**src/rtl/ps2_mouse_init_ctrl.sv**
```systemverilog
// ps2_mouse_init_ctrl
//   Brings a PS/2 mouse up after power-on. It sends Reset (FF), checks the
//   ACK (FA), BAT-pass (AA) and device ID (00) replies, then sends Enable
//   Data Reporting (F4). STREAM goes high once F4 is ACKed. Any bad byte or
//   timeout restarts the whole sequence. After MAX_RETRIES restarts, FAIL
//   latches high.
//
//   Build option SAMPLE_RATE_CFG_EN inserts "F3 <SAMPLE_RATE>" between FF
//   and F4. Each of those bytes needs its own FA.
//
// Ports
//   CLK, RST          clock, async active-high reset
//   start             pulse; (re)starts the sequence when not busy
//   tx_idle, tx_done  transmitter ready / byte-sent pulse
//   tx_write, datain  one-cycle write strobe and command byte
//   rx_valid, rx_data received byte strobe and data
//   STREAM, FAIL      mouse reporting / sticky failure
//   busy, retry_cnt   sequence in progress / restarts used so far
module ps2_mouse_init_ctrl #(
  parameter int          TIMEOUT_CYCLES = 1_000_000,
  parameter int          MAX_RETRIES    = 3,
  parameter logic [7:0]  SAMPLE_RATE    = 8'd100
) (
  input  logic       CLK,
  input  logic       RST,
  input  logic       start,
  input  logic       tx_idle,
  input  logic       tx_done,
  output logic       tx_write,
  output logic [7:0] datain,
  input  logic       rx_valid,
  input  logic [7:0] rx_data,
  output logic       STREAM,
  output logic       FAIL,
  output logic       busy,
  output logic [1:0] retry_cnt
);

  localparam int             TW     = (TIMEOUT_CYCLES > 1) ? $clog2(TIMEOUT_CYCLES) : 1;
  localparam logic [TW-1:0]  T_LAST = TW'(TIMEOUT_CYCLES - 1);
  // retry_cnt is 2 bits, so the budget is clamped to what it can hold
  localparam logic [1:0]     MAX_R  = (MAX_RETRIES > 3) ? 2'd3 : 2'(MAX_RETRIES);
`ifdef SAMPLE_RATE_CFG_EN
  localparam logic [1:0]     LAST_STEP = 2'd3;
`else
  localparam logic [1:0]     LAST_STEP = 2'd1;
`endif

  typedef enum logic [2:0] {
    IDLE, SEND, WAIT_TX, WAIT_ACK, WAIT_BAT, WAIT_ID, STREAMING, ERROR
  } state_t;

  state_t          state_q, state_d;
  logic [1:0]      step_q, step_d;
  logic [1:0]      retry_d;
  logic [TW-1:0]   timer_q, timer_d;
  logic            stream_d, fail_d, tx_write_d;
  logic [7:0]      datain_d;
  logic            fail_ev, timeout;

  function automatic logic [7:0] cmd_byte(input logic [1:0] s);
`ifdef SAMPLE_RATE_CFG_EN
    case (s)
      2'd0:    return 8'hFF;
      2'd1:    return 8'hF3;
      2'd2:    return SAMPLE_RATE;
      default: return 8'hF4;
    endcase
`else
    return (s == 2'd0) ? 8'hFF : 8'hF4;
`endif
  endfunction

  assign timeout = (timer_q == T_LAST);
  assign busy    = !(state_q inside {IDLE, STREAMING, ERROR});

  always_comb begin
    state_d    = state_q;
    step_d     = step_q;
    retry_d    = retry_cnt;
    stream_d   = STREAM;
    fail_d     = FAIL;
    tx_write_d = 1'b0;
    datain_d   = datain;
    fail_ev    = 1'b0;
    timer_d    = '0;

    case (state_q)
      IDLE, STREAMING, ERROR: begin
        // rx bytes in STREAMING belong to the packet decoder
        if (start) begin
          stream_d = 1'b0;
          fail_d   = 1'b0;
          retry_d  = 2'd0;
          step_d   = 2'd0;
          state_d  = SEND;
        end
      end
      SEND: begin
        if (tx_idle) begin
          datain_d   = cmd_byte(step_q);
          tx_write_d = 1'b1;
          state_d    = WAIT_TX;
        end
      end
      WAIT_TX: begin
        timer_d = timer_q + 1'b1;
        if (tx_done)      state_d = WAIT_ACK;
        else if (timeout) fail_ev = 1'b1;
      end
      WAIT_ACK: begin
        timer_d = timer_q + 1'b1;
        // a byte arriving on the timeout cycle takes priority
        if (rx_valid) begin
          case (rx_data)
            8'hFA: begin
              if (step_q == 2'd0) state_d = WAIT_BAT;
              else if (step_q == LAST_STEP) begin
                state_d  = STREAMING;
                stream_d = 1'b1;
              end else begin
                step_d  = step_q + 2'd1;
                state_d = SEND;
              end
            end
            8'hFE:   state_d = SEND;   // resend same byte, not a retry
            default: fail_ev = 1'b1;
          endcase
        end else if (timeout) fail_ev = 1'b1;
      end
      WAIT_BAT: begin
        timer_d = timer_q + 1'b1;
        if (rx_valid) begin
          if (rx_data == 8'hAA) state_d = WAIT_ID;
          else                  fail_ev = 1'b1;
        end else if (timeout) fail_ev = 1'b1;
      end
      WAIT_ID: begin
        timer_d = timer_q + 1'b1;
        if (rx_valid) begin
          if (rx_data == 8'h00) begin
            step_d  = step_q + 2'd1;
            state_d = SEND;
          end else fail_ev = 1'b1;
        end else if (timeout) fail_ev = 1'b1;
      end
      default: state_d = IDLE;
    endcase

    if (fail_ev) begin
      if (retry_cnt < MAX_R) begin
        retry_d = retry_cnt + 2'd1;
        step_d  = 2'd0;
        state_d = SEND;
      end else begin
        state_d = ERROR;
        fail_d  = 1'b1;
      end
    end

    if (state_d != state_q) timer_d = '0;
  end

  always_ff @(posedge CLK or posedge RST) begin
    if (RST) begin
      state_q   <= IDLE;
      step_q    <= 2'd0;
      retry_cnt <= 2'd0;
      timer_q   <= '0;
      STREAM    <= 1'b0;
      FAIL      <= 1'b0;
      tx_write  <= 1'b0;
      datain    <= 8'h00;
    end else begin
      state_q   <= state_d;
      step_q    <= step_d;
      retry_cnt <= retry_d;
      timer_q   <= timer_d;
      STREAM    <= stream_d;
      FAIL      <= fail_d;
      tx_write  <= tx_write_d;
      datain    <= datain_d;
    end
  end

endmodule
```
**config.mk**
```make
export PLATFORM = sky130hd
export DESIGN_NAME = ps2_mouse_init_ctrl
export DESIGN_NICKNAME = d
export VERILOG_FILES = /design/src/rtl/ps2_mouse_init_ctrl.sv
export SDC_FILE = /design/constraint.sdc
export NUM_CORES = 1
export LEC_CHECK = 0
export BUFFER_PORTS_ARGS = -buffer_cell sky130_fd_sc_hd__buf_2
export CORE_UTILIZATION = 44
export CTS_BUF_LIST = sky130_fd_sc_hd__clkbuf_8
export DETAILED_ROUTE_END_ITERATION = 6
export PLACE_DENSITY = 0.64
export SLEW_MARGIN = 10
export SYNTH_ARGS = -nofsm -noshare
export SYNTH_HDL_FRONTEND = slang
export SYNTH_SLANG_ARGS = --single-unit
```
**constraint.sdc**
```tcl
create_clock -name CLK -period 3.51 [get_ports CLK]
set_clock_uncertainty 0.2 [all_clocks]
set_input_delay 0.1755 -clock CLK [delete_from_list [all_inputs] [get_ports CLK]]
set_output_delay 0.1755 -clock CLK [all_outputs]
set_load 0.005 [all_outputs]
```
-- Word-level counts from Yosys, hierarchy flattened
Cells that the tools add are included.
- $lt $le $gt $ge: 1
- mux-type cells: 52
- reduce and logical (&&, ||, !) cells: 11
- eq/ne operators: 18
- add/sub/neg operators: 3
- operators with widths (cell ; count):
    $mux W20 ; 2
    $mux W3 ; 12
    $mux W2 ; 13
    $eq A8 B8 Y1 const B ; 3
    $add A20 B1 Y20 const B ; 1
    $eq A20 B20 Y1 const B ; 1
    $mux W1 ; 19
    $pmux W3 S6 ; 1
    $eq A3 B3 Y1 const B ; 4
    $logic_not A8 Y1 ; 1
    $ne A2 B2 Y1 const B ; 4
    $eq A3 B2 Y1 const B ; 2
    $pmux W2 S3 ; 1
    $pmux W3 S2 ; 1
    $reduce_and A6 Y1 ; 1
    $add A2 B1 Y2 const B ; 2
    $mux W4 ; 1
    $pmux W1 S4 ; 1
    $reduce_or A4 Y1 ; 1
    $eq A3 B1 Y1 const B ; 1
    $logic_not A3 Y1 ; 1
    $ne A3 B3 Y1 ; 1
    $reduce_bool A3 Y1 ; 1
    $reduce_or A3 Y1 ; 1
    other kinds (9) ; 9
- register bits: 38
- input port bits: 14

-- Longest topological paths before layout
- depth after elaboration: 9
- mapped depth: 7

-- Worst setup path after synthesis
No wires, ideal clock.
- kind: reg2reg
- from: register timer_q[8]
- to: register state_q[2]
- path buffers: 0
- setup time: 0.119 ns
- required time: 3.191 ns
- clock period less this slack: 2.181 ns
- arrival time: 1.863 ns
- cell stages (with the launch flop): 6
- path slack: 1.329 ns
- cells stage by stage: dfrtp_1 or4_4 nor4_4 nand3_2 a211oi_4 o21ba_1
- cells in the longest elaborated chain, start to end: 5
- RTL lines (what ; line ; text):
    start, declared ; 56 ; logic [TW-1:0] timer_q, timer_d;
    start signal, assigned ; 178 ; timer_q <= timer_d;
    $eq A20 B20 Y1 * ; 74 ; assign timeout = (timer_q == T_LAST);
    $mux W1 * ; -- ;
    $mux W1 (on tied branches) ; -- ;
    $pmux W1 S4 * ; 88 ; case (state_q)
    $mux W3 * ; 150 ; if (fail_ev) begin
    net state_d[2] ; 53 ; state_t state_q, state_d;
    end signal, assigned ; 175 ; state_q <= state_d;
    end, declared ; 53 ;
The timed path passes the listed nets; every way through them passes the cells marked *.
A chain may end at the register's enable or synchronous reset.

-- Final worst setup path
- from: register timer_q[8]
- to: register timer_q[8]
- cells in the longest elaborated chain, start to end: 7
- RTL lines (what ; line ; text):
    $eq A20 B20 Y1 ; 74 ;
    $mux W1 ; -- ;
    $mux W1 (on tied branches) ; -- ;
    $pmux W1 S4 ; 88 ;
    $mux W3 ; 150 ;
    $ne A3 B3 Y1 ; 161 ; if (state_d != state_q) timer_d = '0;
    $mux W20 * ; 161 ;
    net timer_d[8] ; 56 ;
Marks and branches as above.

==> impl_metrics.csv <==
group,metric,value,unit
timing,hold_slack,30.9,ps
cts,cts_buffer_depth,2,
power,cellLeakagePower,0.895,nW
floorplan,die-area,0.00479,sq mm
cts,tritoncts,"built",
global_route,grtUsageTotal,0.178,
critical_path,worstPathMaxFanout,18,
synth,yosysWarningCount,0,
floorplan,num_io_pins,28,
global_route,grt_pass1_wl,6820,um
critical_path,crit_chain,"or4_4 -> nor4_4 -> a21oi_2 -> o21ai_2 -> buf_4 -> nor4_1",
hold_path,hold_depth,3,
critical_path,cp.buffers_inverters,1,
critical_path,cp-end-kind,"register",
hold_path,holdCritPathClass,"input port to register",
critical_path,rrSetupSlack,1140,ps
floorplan,initial_core_util,0.457,
finish,drive_gt1_frac,0.226,
finish,diodes,0,
detailed_routing,drt-vias-per-instance,5.74,
timing,timing.final.crit_share,0.674,
critical_path,crit_family,"simple AND/OR/NAND/NOR gates",
synth,syn_area,0.00199,sq mm
timing,setup_viol,0,
critical_path,ff2ff_path_depth,6,
synth,yosysTopAreaCell,"dfrtp_1",
run_status,outcome,"finished clean",
timing,final_hold_viol_count,0,
timing,slew_viol_final,0,
synth,synth-compound-area-share,0.128,
detailed_routing,ant_nets,0,
synth,synth_fp_nets,225,
timing,max_freq,0.422,GHz
critical_path,path_class,"register to register",
place,portBuffers,27,
detailed_routing,first_pass_iters,4,
synth,yosys-top-cells-area,"dfrtp_1, nor4_1, xnor2_1, ha_1, nand3_1",
synth,synth-seq-cells,32,
timing,min_period,2370,ps
cts,cts.root.buffer_cell,"clkbuf_8",
detailed_routing,drc,0,
synth,synth_xor_area_frac,0.0793,
power,power_density,619,mW/mm^2
synth,synth_ff_type,"dfrtp_1",
critical_path,critPathArrivalTime,2330,ps
place,gp_congestion,0.817,
synth,synth_edf_count,0,
synth,yosysUniqueCellTypes,52,
synth,synth_fa_ha_area_frac,0.0378,
global_route,grt_pass1_vias,1472,
floorplan,die_width,69.2,um
global_route,grt-ovfl-total,0,
detailed_routing,routed_wl,4060,um
finish,fin_nets,249,
global_route,grt_max_degree,33,
floorplan,core_area,0.00435,sq mm
critical_path,max_stage_delay,550,ps
timing,tightest_slew,712,ps
timing,setup_tns,0,ps
floorplan,fp.dieH,69.2,um
synth,yosysSeqAreaShare,0.403,
critical_path,start_kind,"register",
synth,synth_top_family_by_area,"simple AND/OR/NAND/NOR gates",
timing,max-slew-margin-rel,0.521,
critical_path,required,3470,ps
synth,synth.mux.area_fraction,0.0214,
floorplan,rows,24,
global_route,antenna_found_initial,0,
power,ir_worst_vdd,0.000258,V
cts,cts.sinks,32,
cts,clk_latency,290,ps
cts,htree_num_levels,2,
critical_path,critPathSlowestCell,"or4_4",
timing,rsz0062_at_grt,"no",
synth,synth_top_area_share,0.403,
cts,cts_buffers,5,
detailed_routing,route.vias.total,1619,
job,drv_cap,0,
critical_path,path_depth,6,
cts,clkTransAtPathRegs,70,ps
synth,avgSynthCellArea,9.70,sq um
synth,synthArstFlopShare,1.00,
detailed_routing,wire_per_inst,14.4,um
synth,syn_inst,205,
detailed_routing,dr.first_iter.drc_count,91,
finish,area_delta_synth_final,13.1,%
place,post-dp-hpwl,2890,um
synth,synth_simple_gate_area_frac,0.274,
-- worst min-delay path: cells and delay by family --
kind	cells	cell delay, ps
and+or+nand+nor	2	180
buffers and inverters	1	110
-- synthesized netlist by cell type, drive strengths merged, types with 6 or more instances --
cell / instances
inv: 6
buf: 9
nor4: 26
nand3: 14
nor3: 8
nand2: 14
xor2: 7
ha: 6
clkbuf: 6
dfrtp: 32
xnor2: 11
-- power breakdown --
| part | internal [W] | switching, W |
|---|---|---|
| logic | 0.000221 | 0.000328 |
| clock network | 0.000210 | 0.000142 |
| registers | 0.000414 | 0.0000772 |
| total | 0.000845 | 0.000547 |
-- cell type report --
class	count	area [sq um]
Sequential cell	32	801
Clock buffer	5	68.8
Multi-Input combinational cell	152	1070
Fill cell	406	2110
Timing Repair Buffer	32	175
Inverter	6	22.5
Clock inverter	3	42.5
Tap cell	52	65.1
-- kinds of logic (layout without fill, tap and decap cells) --
group,after synthesis,count (layout)
compound gates,32,32
xor+xnor,18,18
fa+ha+maj,6,6
buf+inv,21,46
flops,32,32
mux,4,4
simple gates,92,92
-- routing by layer --
| metal | up-vias | global-route usage | share of wire |
|---|---|---|---|
| li1 | 812 | - | - |
| met1 | 762 | 0.247 | 0.48 |
| met2 | 39 | 0.271 | 0.46 |
| met3 | 6 | 0.0509 | 0.046 |
| met4 | 0 | 0.0544 | 0.012 |
| met5 | - | 0 | 0 |
-- layout by cell type, fill, tap and decap left out, drive strengths merged, types with 5 or more instances in the layout --
| cell | count |
|---|---|
| inv | 6 |
| nand3 | 14 |
| nand2b | 5 |
| a21oi | 5 |
| ha | 6 |
| nor3 | 8 |
| o21ai | 5 |
| clkbuf | 5 |
| nand2 | 14 |
| buf | 31 |
| dfrtp | 32 |
| xnor2 | 11 |
| nor2 | 5 |
| xor2 | 7 |
| nor4 | 26 |
-- state kept, by name, summed over array words and instances, names as in the netlist --
register / flops
FAIL: 1
STREAM: 1
datain: 2
retry_cnt: 2
state_q: 3
step_q: 2
timer_q: 20
tx_write: 1
-- through the flow --
step,area [sq um],total power (W),worst slack [ps],util,std cells
after floorplan,1990,0.000906,1330,-,205
after global placement,2130,0.00104,1180,0.489,273
after detailed placement,2130,0.00105,1120,0.489,273
after CTS,2250,0.00140,1110,0.516,282
after global routing,2250,0.00149,979,0.516,282
final,2250,0.00139,1140,0.516,282
-- worst paths after layout --
kind | endpoint | from
max | timer_q[8] | timer_q[8]
min | tx_write | tx_idle
max reg2reg | timer_q[8] | timer_q[8]
min reg2reg | STREAM | STREAM
max in group asynchronous | timer_q[10] | RST
min in group asynchronous | FAIL | RST
-- what timing repair did --
action | CTS | global route
hold buffers | 1 | 0
resized for setup | 0 | 0
setup buffers | 0 | 0
endpoints found under the hold margin | 32 | 0
(Power assumes the default switching activity.)
